$ cat src/rtl/stage_sequencer.sv
// stage_sequencer: multi-cycle stage sequencer for the CPU core.
// Drives a one-hot stage_active vector (bit 0 = CONTROL) and advances on per-stage done handshakes.
// It also handles decode-time stage skipping, fault abort with cause capture,
// prioritised interrupts and a double-fault halt.
// Optional feature macro: STAGE_TIMEOUT_EN (per-stage watchdog raising fault code all-ones).
// Ports:
//   clk, reset      clock, synchronous active-high reset
//   stage_done      per-stage done (only the active stage's bit is looked at)
//   stage_skip      skip mask from decode, sampled when SKIP_STAGE completes
//   fault/fault_code  abort request from the active stage and its cause
//   irq_pending/irq_enable  level interrupt requests and global enable
//   stage_active    one-hot active stage, zero only when halted
//   control_op      11 normal, 00 trap, 01 ext int, 10 sw int (held for the whole sequence)
//   trap_cause      {is_int, code}
//   irq_ack         one-cycle one-hot acknowledge of the accepted interrupt
//   instr_retired   pulse on return to CONTROL after a normal sequence
//   halted          double-fault halt
module stage_sequencer #(
    parameter int NUM_STAGES  = 7,
    parameter int SKIP_STAGE  = 2,
    parameter int NUM_IRQ     = 4,
    parameter int FAULT_W     = 3,
    parameter int TIMEOUT_CYC = 255
) (
    input  logic                  clk,
    input  logic                  reset,
    input  logic [NUM_STAGES-1:0] stage_done,
    input  logic [NUM_STAGES-1:0] stage_skip,
    input  logic                  fault,
    input  logic [FAULT_W-1:0]    fault_code,
    input  logic [NUM_IRQ-1:0]    irq_pending,
    input  logic                  irq_enable,
    output logic [NUM_STAGES-1:0] stage_active,
    output logic [1:0]            control_op,
    output logic [FAULT_W:0]      trap_cause,
    output logic [NUM_IRQ-1:0]    irq_ack,
    output logic                  instr_retired,
    output logic                  halted
);

    localparam int IDX_W = $clog2(NUM_STAGES);
    // Bits above SKIP_STAGE may be skipped; decode and earlier stages never are.
    localparam logic [NUM_STAGES-1:0] KEEP_MASK =
        ~((NUM_STAGES'(1) << (SKIP_STAGE + 1)) - NUM_STAGES'(1));

    if (NUM_STAGES < 3 || SKIP_STAGE >= NUM_STAGES || TIMEOUT_CYC < 1 ||
        NUM_IRQ > (1 << FAULT_W)) begin : g_bad_cfg
        $error("stage_sequencer: invalid parameter set");
    end

    typedef enum logic [1:0] {ST_CONTROL, ST_RUN, ST_HALT} state_e;
    typedef enum logic [1:0] {OP_TRAP = 2'b00, OP_EXT = 2'b01, OP_SW = 2'b10, OP_NORMAL = 2'b11} op_e;

    state_e                state_q, state_d;
    op_e                   op_q, op_d;
    logic [IDX_W-1:0]      stage_q, stage_d;
    logic [FAULT_W:0]      cause_q, cause_d;
    logic                  flt_q, flt_d;
    logic [FAULT_W-1:0]    code_q, code_d;
    logic [NUM_STAGES-1:0] skip_q, skip_d;
    logic                  retired_q, retired_d;

    logic [NUM_STAGES-1:0] mask_eff;
    logic [IDX_W-1:0]      next_idx;
    logic                  next_found;
    logic                  irq_req;
    logic [FAULT_W-1:0]    irq_idx;
    logic                  run_fault;
    logic [FAULT_W-1:0]    run_code;
    logic [NUM_IRQ-1:0]    ack;

`ifdef STAGE_TIMEOUT_EN
    localparam int CNT_W = $clog2(TIMEOUT_CYC + 1);
    logic [CNT_W-1:0] cnt_q, cnt_d;
`endif

    // Lowest pending index wins; scan high to low so the last hit is the lowest.
    always_comb begin
        irq_req = 1'b0;
        irq_idx = '0;
        for (int unsigned k = NUM_IRQ; k > 0; k--) begin
            if (irq_pending[k-1]) begin
                irq_req = 1'b1;
                irq_idx = FAULT_W'(k - 1);
            end
        end
    end

    // External fault takes priority over the watchdog in the same cycle.
    always_comb begin
        run_fault = fault;
        run_code  = fault_code;
`ifdef STAGE_TIMEOUT_EN
        if (!fault && !stage_done[stage_q] && cnt_q == CNT_W'(TIMEOUT_CYC - 1)) begin
            run_fault = 1'b1;
            run_code  = '1;
        end
`endif
    end

    // Completion of the decode stage uses the freshly sampled mask for its own successor.
    always_comb begin
        mask_eff   = (stage_q == IDX_W'(SKIP_STAGE)) ? (stage_skip & KEEP_MASK) : skip_q;
        next_found = 1'b0;
        next_idx   = '0;
        for (int unsigned j = NUM_STAGES; j > 0; j--) begin
            if ((j - 1) > 32'(stage_q) && !mask_eff[j-1]) begin
                next_found = 1'b1;
                next_idx   = IDX_W'(j - 1);
            end
        end
    end

    always_comb begin
        state_d   = state_q;
        op_d      = op_q;
        stage_d   = stage_q;
        cause_d   = cause_q;
        flt_d     = flt_q;
        code_d    = code_q;
        skip_d    = skip_q;
        retired_d = 1'b0;
        ack       = '0;
`ifdef STAGE_TIMEOUT_EN
        cnt_d     = '0;
`endif
        case (state_q)
            ST_CONTROL: begin
                skip_d = '0;
                if (flt_q) begin
                    op_d    = OP_TRAP;
                    cause_d = {1'b0, code_q};
                    flt_d   = 1'b0;
                end else if (irq_enable && irq_req) begin
                    op_d         = OP_EXT;
                    cause_d      = {1'b1, irq_idx};
                    ack[irq_idx] = 1'b1;
                end else begin
                    op_d = OP_NORMAL;
                end
                state_d = ST_RUN;
                stage_d = IDX_W'(1);
            end
            ST_RUN: begin
                if (run_fault) begin
                    if (op_q == OP_TRAP) begin
                        state_d = ST_HALT;
                    end else begin
                        state_d = ST_CONTROL;
                        flt_d   = 1'b1;
                        code_d  = run_code;
                    end
                end else if (stage_done[stage_q]) begin
                    if (stage_q == IDX_W'(SKIP_STAGE)) begin
                        skip_d = mask_eff;
                    end
                    if (next_found) begin
                        stage_d = next_idx;
                    end else begin
                        state_d   = ST_CONTROL;
                        retired_d = (op_q == OP_NORMAL);
                    end
                end else begin
`ifdef STAGE_TIMEOUT_EN
                    cnt_d = cnt_q + CNT_W'(1);
`endif
                end
            end
            default: ;
        endcase
    end

    always_ff @(posedge clk) begin
        if (reset) begin
            state_q   <= ST_CONTROL;
            op_q      <= OP_NORMAL;
            stage_q   <= '0;
            cause_q   <= '0;
            flt_q     <= 1'b0;
            code_q    <= '0;
            skip_q    <= '0;
            retired_q <= 1'b0;
`ifdef STAGE_TIMEOUT_EN
            cnt_q     <= '0;
`endif
        end else begin
            state_q   <= state_d;
            op_q      <= op_d;
            stage_q   <= stage_d;
            cause_q   <= cause_d;
            flt_q     <= flt_d;
            code_q    <= code_d;
            skip_q    <= skip_d;
            retired_q <= retired_d;
`ifdef STAGE_TIMEOUT_EN
            cnt_q     <= cnt_d;
`endif
        end
    end

    assign stage_active  = (state_q == ST_RUN)     ? (NUM_STAGES'(1) << stage_q) :
                           (state_q == ST_CONTROL) ? NUM_STAGES'(1) : '0;
    assign control_op    = op_q;
    assign trap_cause    = cause_q;
    assign irq_ack       = ack;
    assign instr_retired = retired_q;
    assign halted        = (state_q == ST_HALT);

endmodule

$ cat config.mk
export PLATFORM = sky130hd
export DESIGN_NAME = stage_sequencer
export DESIGN_NICKNAME = d
export VERILOG_FILES = /design/src/rtl/stage_sequencer.sv
export SDC_FILE = /design/constraint.sdc
export NUM_CORES = 1
export LEC_CHECK = 0
export BUFFER_PORTS_ARGS = -buffer_cell sky130_fd_sc_hd__clkbuf_2
export CAP_MARGIN = 0
export CORE_MARGIN = 3
export CORE_UTILIZATION = 55
export CTS_BUF_LIST = sky130_fd_sc_hd__clkbuf_4 sky130_fd_sc_hd__clkbuf_8
export CTS_CLUSTER_SIZE = 24
export DETAILED_ROUTE_END_ITERATION = 8
export PLACE_DENSITY_LB_ADDON = 0.3
export REMOVE_ABC_BUFFERS = 1
export SYNTH_ARGS = -nofsm -noshare
export SYNTH_HDL_FRONTEND = slang
export SYNTH_SLANG_ARGS = --single-unit
$ cat constraint.sdc
create_clock -name clk -period 5 [get_ports clk]
set_clock_uncertainty 0.05 [all_clocks]
set_input_delay 0.75 -clock clk [delete_from_list [all_inputs] [get_ports clk]]
set_output_delay 0.75 -clock clk [all_outputs]
set_load 0.03 [all_outputs]
* Word level (Yosys, flattened, before mapping) *
Index checks and enable logic that the tools add are counted.

cells by class
  shift-type cells = 1
  equal/unequal tests = 12
  reductions and logical operators = 25
  multiplexer cells = 50
  bitwise logic cells = 3
  $lt $le $gt $ge = 9

operator list
  operator                                                                      count
  7-bit two-way mux                                                             5
  3-bit two-way mux                                                             11
  4-bit two-way mux                                                             5
  2-bit two-way mux                                                             8
  1-bit two-way mux                                                             15
  7-bit one-hot mux with 2 select lines                                         1
  2-bit inequality test, second input constant                                  6
  3-bit > comparator, first input constant                                      3
  3-bit AND reduction                                                           3
  1-bit logical AND                                                             8
  4-bit AND reduction                                                           2
  1-bit by 3-bit << shifter with 7-bit output, first input constant             1
  2-bit by 3-bit > comparator with 1-bit output, first input constant           2
  1-bit zero test                                                               6
  3-bit inequality test, second input constant                                  2
  3-bit one-hot mux with 2 select lines                                         1
  5-bit OR reduction                                                            1
  2-bit equality test, second input constant                                    2
  2-bit zero test                                                               2
  3-bit by 4-bit less-than comparator with 1-bit output, second input constant  1
  2-bit one-hot mux with 2 select lines                                         1
  2-bit nonzero test                                                            2
  1-bit binary-select mux with 3-bit select                                     1
  3-bit by 2-bit equality test with 1-bit output, second input constant         1
  other kinds (8)                                                               10

word-level totals
  register bits after elaboration = 23
  word-level logic and storage cells = 108
  input bits = 25

* Longest topological paths before layout *
  depth after elaboration = 14
  depth in mapped cells = 7

* Worst setup path after synthesis *
No wires, ideal clock.

  kind = register -> output
  start point = register stage_q[2]
  end point = output stage_active[5]
  required time = 4200 ps
  cell stages (with the launch flop) = 5
  arrival time = 1576 ps
  slack = 2624 ps
  cells stage by stage = dfxtp_1 buf_6 clkbuf_1 nand2_1 nor3b_1

on the way
  longest elaborated chain between the ends = 2

RTL lines
  element                                      RTL line  RTL
  start: declaration                           56        logic [IDX_W-1:0] stage_q, stage_d;
  start signal: assignment                     189       stage_q <= stage_d;
  1-bit by 3-bit << shifter with 7-bit output  201       assign stage_active = (state_q == ST_RUN) ? (NUM_STAGES'(1) << stage_q) :
  7-bit two-way mux                            201
  end: declaration                             33        output logic [NUM_STAGES-1:0] stage_active,

No other way between the ends.

* Final worst setup path *
  start point = register state_q[1]
  end point = output irq_ack[3]

on the way
  longest elaborated chain between the ends = 2

RTL lines
  element                   RTL line  RTL
  start: declaration        54        state_e state_q, state_d;
  start signal: assignment  187       state_q <= state_d;
  2-bit zero test           127       case (state_q)
  4-bit two-way mux         127
  end: declaration          36        output logic [NUM_IRQ-1:0] irq_ack,

No other way between the ends.

==> metrics.cfg <==
[routing]
wl_mm = 3.07
vias_per_cell = 5.87
dr.first_iter.drc_count = 16
firstDrtPassIters = 4
ant_nets = 0
drc = 0
num_vias = 1274
wl_per_cell_um = 14.1

[logic_synthesis]
yosysTopAreaCell = dfxtp_1
synth_edf_count = 0
synth_area_leaders = dfxtp_1 34%, nor2_1 5.8%, mux2i_1 5.5%
yosys.area.top_type_share_pct = 34.3
synth_cell_type_count = 49
synth-seq-cells = 22
yosys.area_share.adder_pct = 0
syn-instance-count = 155
synth_top_cells_by_count = 22 x dfxtp_1, 20 x nor2_1, 11 x a21oi_1
synth_compound_gate_area_share_pct = 23.0
yosys.area_share.simple_pct = 29.3
yosysSeqAreaShare_pct = 34.3
synthArstFlopShare_pct = 0
syn-cell-area_um2 = 1280
synthXorXnorAreaFrac_pct = 0
ys.flop_type = dfxtp_1
synth_most_common_cell = dfxtp_1
postSynthAreaPerCell_um2 = 8.29
synth_top_family_by_area = simple AND/OR/NAND/NOR gates
yosys_warnings = 0
synthMuxAreaShare_pct = 7.21

[grt]
grt_pass1_wl_mm = 5.10
grt_pass1_vias = 1240
grt_max_degree = 22
antenna_found_initial = 0
overflow = 0
gr-max-usage-layer = met2
gr-usage-met3_pct = 3.00
use_met1_pct = 25.4
grt_use_met2_pct = 43.4
globalRouteTotalUtil_pct = 23.2

[cells_and_area]
num_antenna_cells = 0
final_area_um2 = 1500
finalNonFillerCells = 217
drive_gt1_share_pct = 28.9
area_growth_pct = 16.8
final_nets = 216
num-fill-cells = 173
multi_input_area_um2 = 764
regArea_um2 = 440

[clock_network]
holdBufCountCts = 0
htree_levels = 1
cts_tree = yes
cts.path.max_buffers = 2
path_clk_slew_ns = 0.13
clock-sinks = 22
post_cts_buffers = 0
cts_resized = 0
cts_buffers = 3
root_buffer = clkbuf_4
clk_latency_ns = 0.31

[floorplan]
pin_count = 44
fp.dieH_um = 54.3
core_area_um2 = 2080
fp.dieW_um = 54.3
dieArea_um2 = 2950
initial_utilization_pct = 61.7
rows = 16

[run_status]
status = finished clean

[pwr]
powerDensity_nw_per_um2 = 263
comb_power_share_pct = 24.6
p_switching_uw = 129
internal_power_uw = 266
power.total_uw = 394
p_leak_uw = 0.000606
pwr-share-seq_pct = 50.1
clockPowerShare_pct = 25.3
swShare_pct = 32.6
irDropWorstVdd_uv = 204

[critical_path]
cp_max_fo = 10
criticalPathCategory = reg -> out
start_kind = register
cp.required_ns = 4.20
arrival_ns = 1.99
end_kind = output pin

[timing]
fin_setup_tns_ns = 0
timing.final.ws_setup_ns = 2.21
slew_headroom_pct = 61.4
rsz0062_at_grt = no
setup_viol = 0
hold_violations = 0
finalCritPeriodShare_pct = 55.9
period_needed_ns = 2.79
worstMarginPinSlew_ns = 0.578
max_freq_mhz = 358
slew_viol_final = 0

[place]
port_buffers = 40
place_area_um2 = 1470
dp_cells = 213
place.gp.congestion = 0.906
dp_hpwl_mm = 2.38
place_ws_ns = 2.56

[min_path]
hold_path_class = reg -> reg

[flow_run]
cap_violations = 0

==> final timing paths <==
path	startpoint	to	slack [ns]	cells after the start
max	state_q[1]	irq_ack[3]	2.21	4
min	code_q[2]	trap_cause[2]	0.43	2
max reg2reg	stage_q[1]	stage_q[2]	2.87	6
min reg2reg	code_q[2]	trap_cause[2]	0.43	2
==> layer usage <==
layer,vias to the layer above,part of all wire (%)
met2,40,50
met5,-,0
met1,593,43
met3,9,5.2
met4,0,2.4
li1,632,-
==> worst max-delay path: stages, from the launching register on <==
cell	delay [ns]
dfxtp_1	0.44
or2_1	0.38
nor3b_1	0.41
and4_1	0.25
clkbuf_2	0.20
==> power by group through the flow <==
stage	clock network [uW]	logic (uW)	registers [uW]
final	99.7	97.1	197
after global routing	109	106	199
after CTS	100	96.7	197
after detailed placement	0	96.3	201
after global placement	0	93.0	200
after floorplan	0	60.8	204
==> kinds of logic (layout without fill, tap and decap cells) <==
kind of cell | count (synthesis) | after routing
AOI/OAI and AO/OA | 40 | 40
buffers and inverters | 16 | 51
DFF | 22 | 22
muxes | 9 | 9
and+or+nand+nor | 68 | 68
==> cell type report <==
cell class | instances | area share, %
inverter | 7 | 1.75
clock buffer | 4 | 2.42
tap | 27 | 2.25
timing repair buffer | 40 | 13.3
sequential | 22 | 29.3
multi-input combinational | 117 | 50.9
==> metrics by stage <==
| stage | hold slack (ns) | utilization [%] |
|---|---|---|
| 3_5_place_dp | 0.423 | 70.4 |
| 4_1_cts | 0.439 | 72.1 |
| 2_1_floorplan | 0.391 | - |
| 6_report | 0.433 | 72.1 |
| 5_1_grt | 0.457 | 72.1 |
| 3_3_place_gp | 0.411 | 70.4 |
==> state kept, by name, indices dropped and copies added (netlist names) <==
| name | cells |
|---|---|
| code_q | 3 |
| control_op | 2 |
| flt_q | 1 |
| instr_retired | 1 |
| skip_q | 6 |
| stage_q | 3 |
| state_q | 2 |
| trap_cause | 4 |
==> cells in the final DEF (no fill, tap or decap), types with 2 or more instances in the layout <==
cell type and instances:
o21ai_1 2, dfxtp_1 22, mux2i_1 7, nand3_1 2, o32ai_1 4, nand2_1 10
inv_1 7, nor2_1 20, nor2b_1 4, a21oi_1 11, nand2b_1 3, or2_1 2
nor3_1 7, o21ai_0 5, nor3_2 2, nor3b_1 5, clkbuf_2 40, a211oi_1 4
clkbuf_4 3, mux2_2 2
Power figures use the tool's default switching activity.
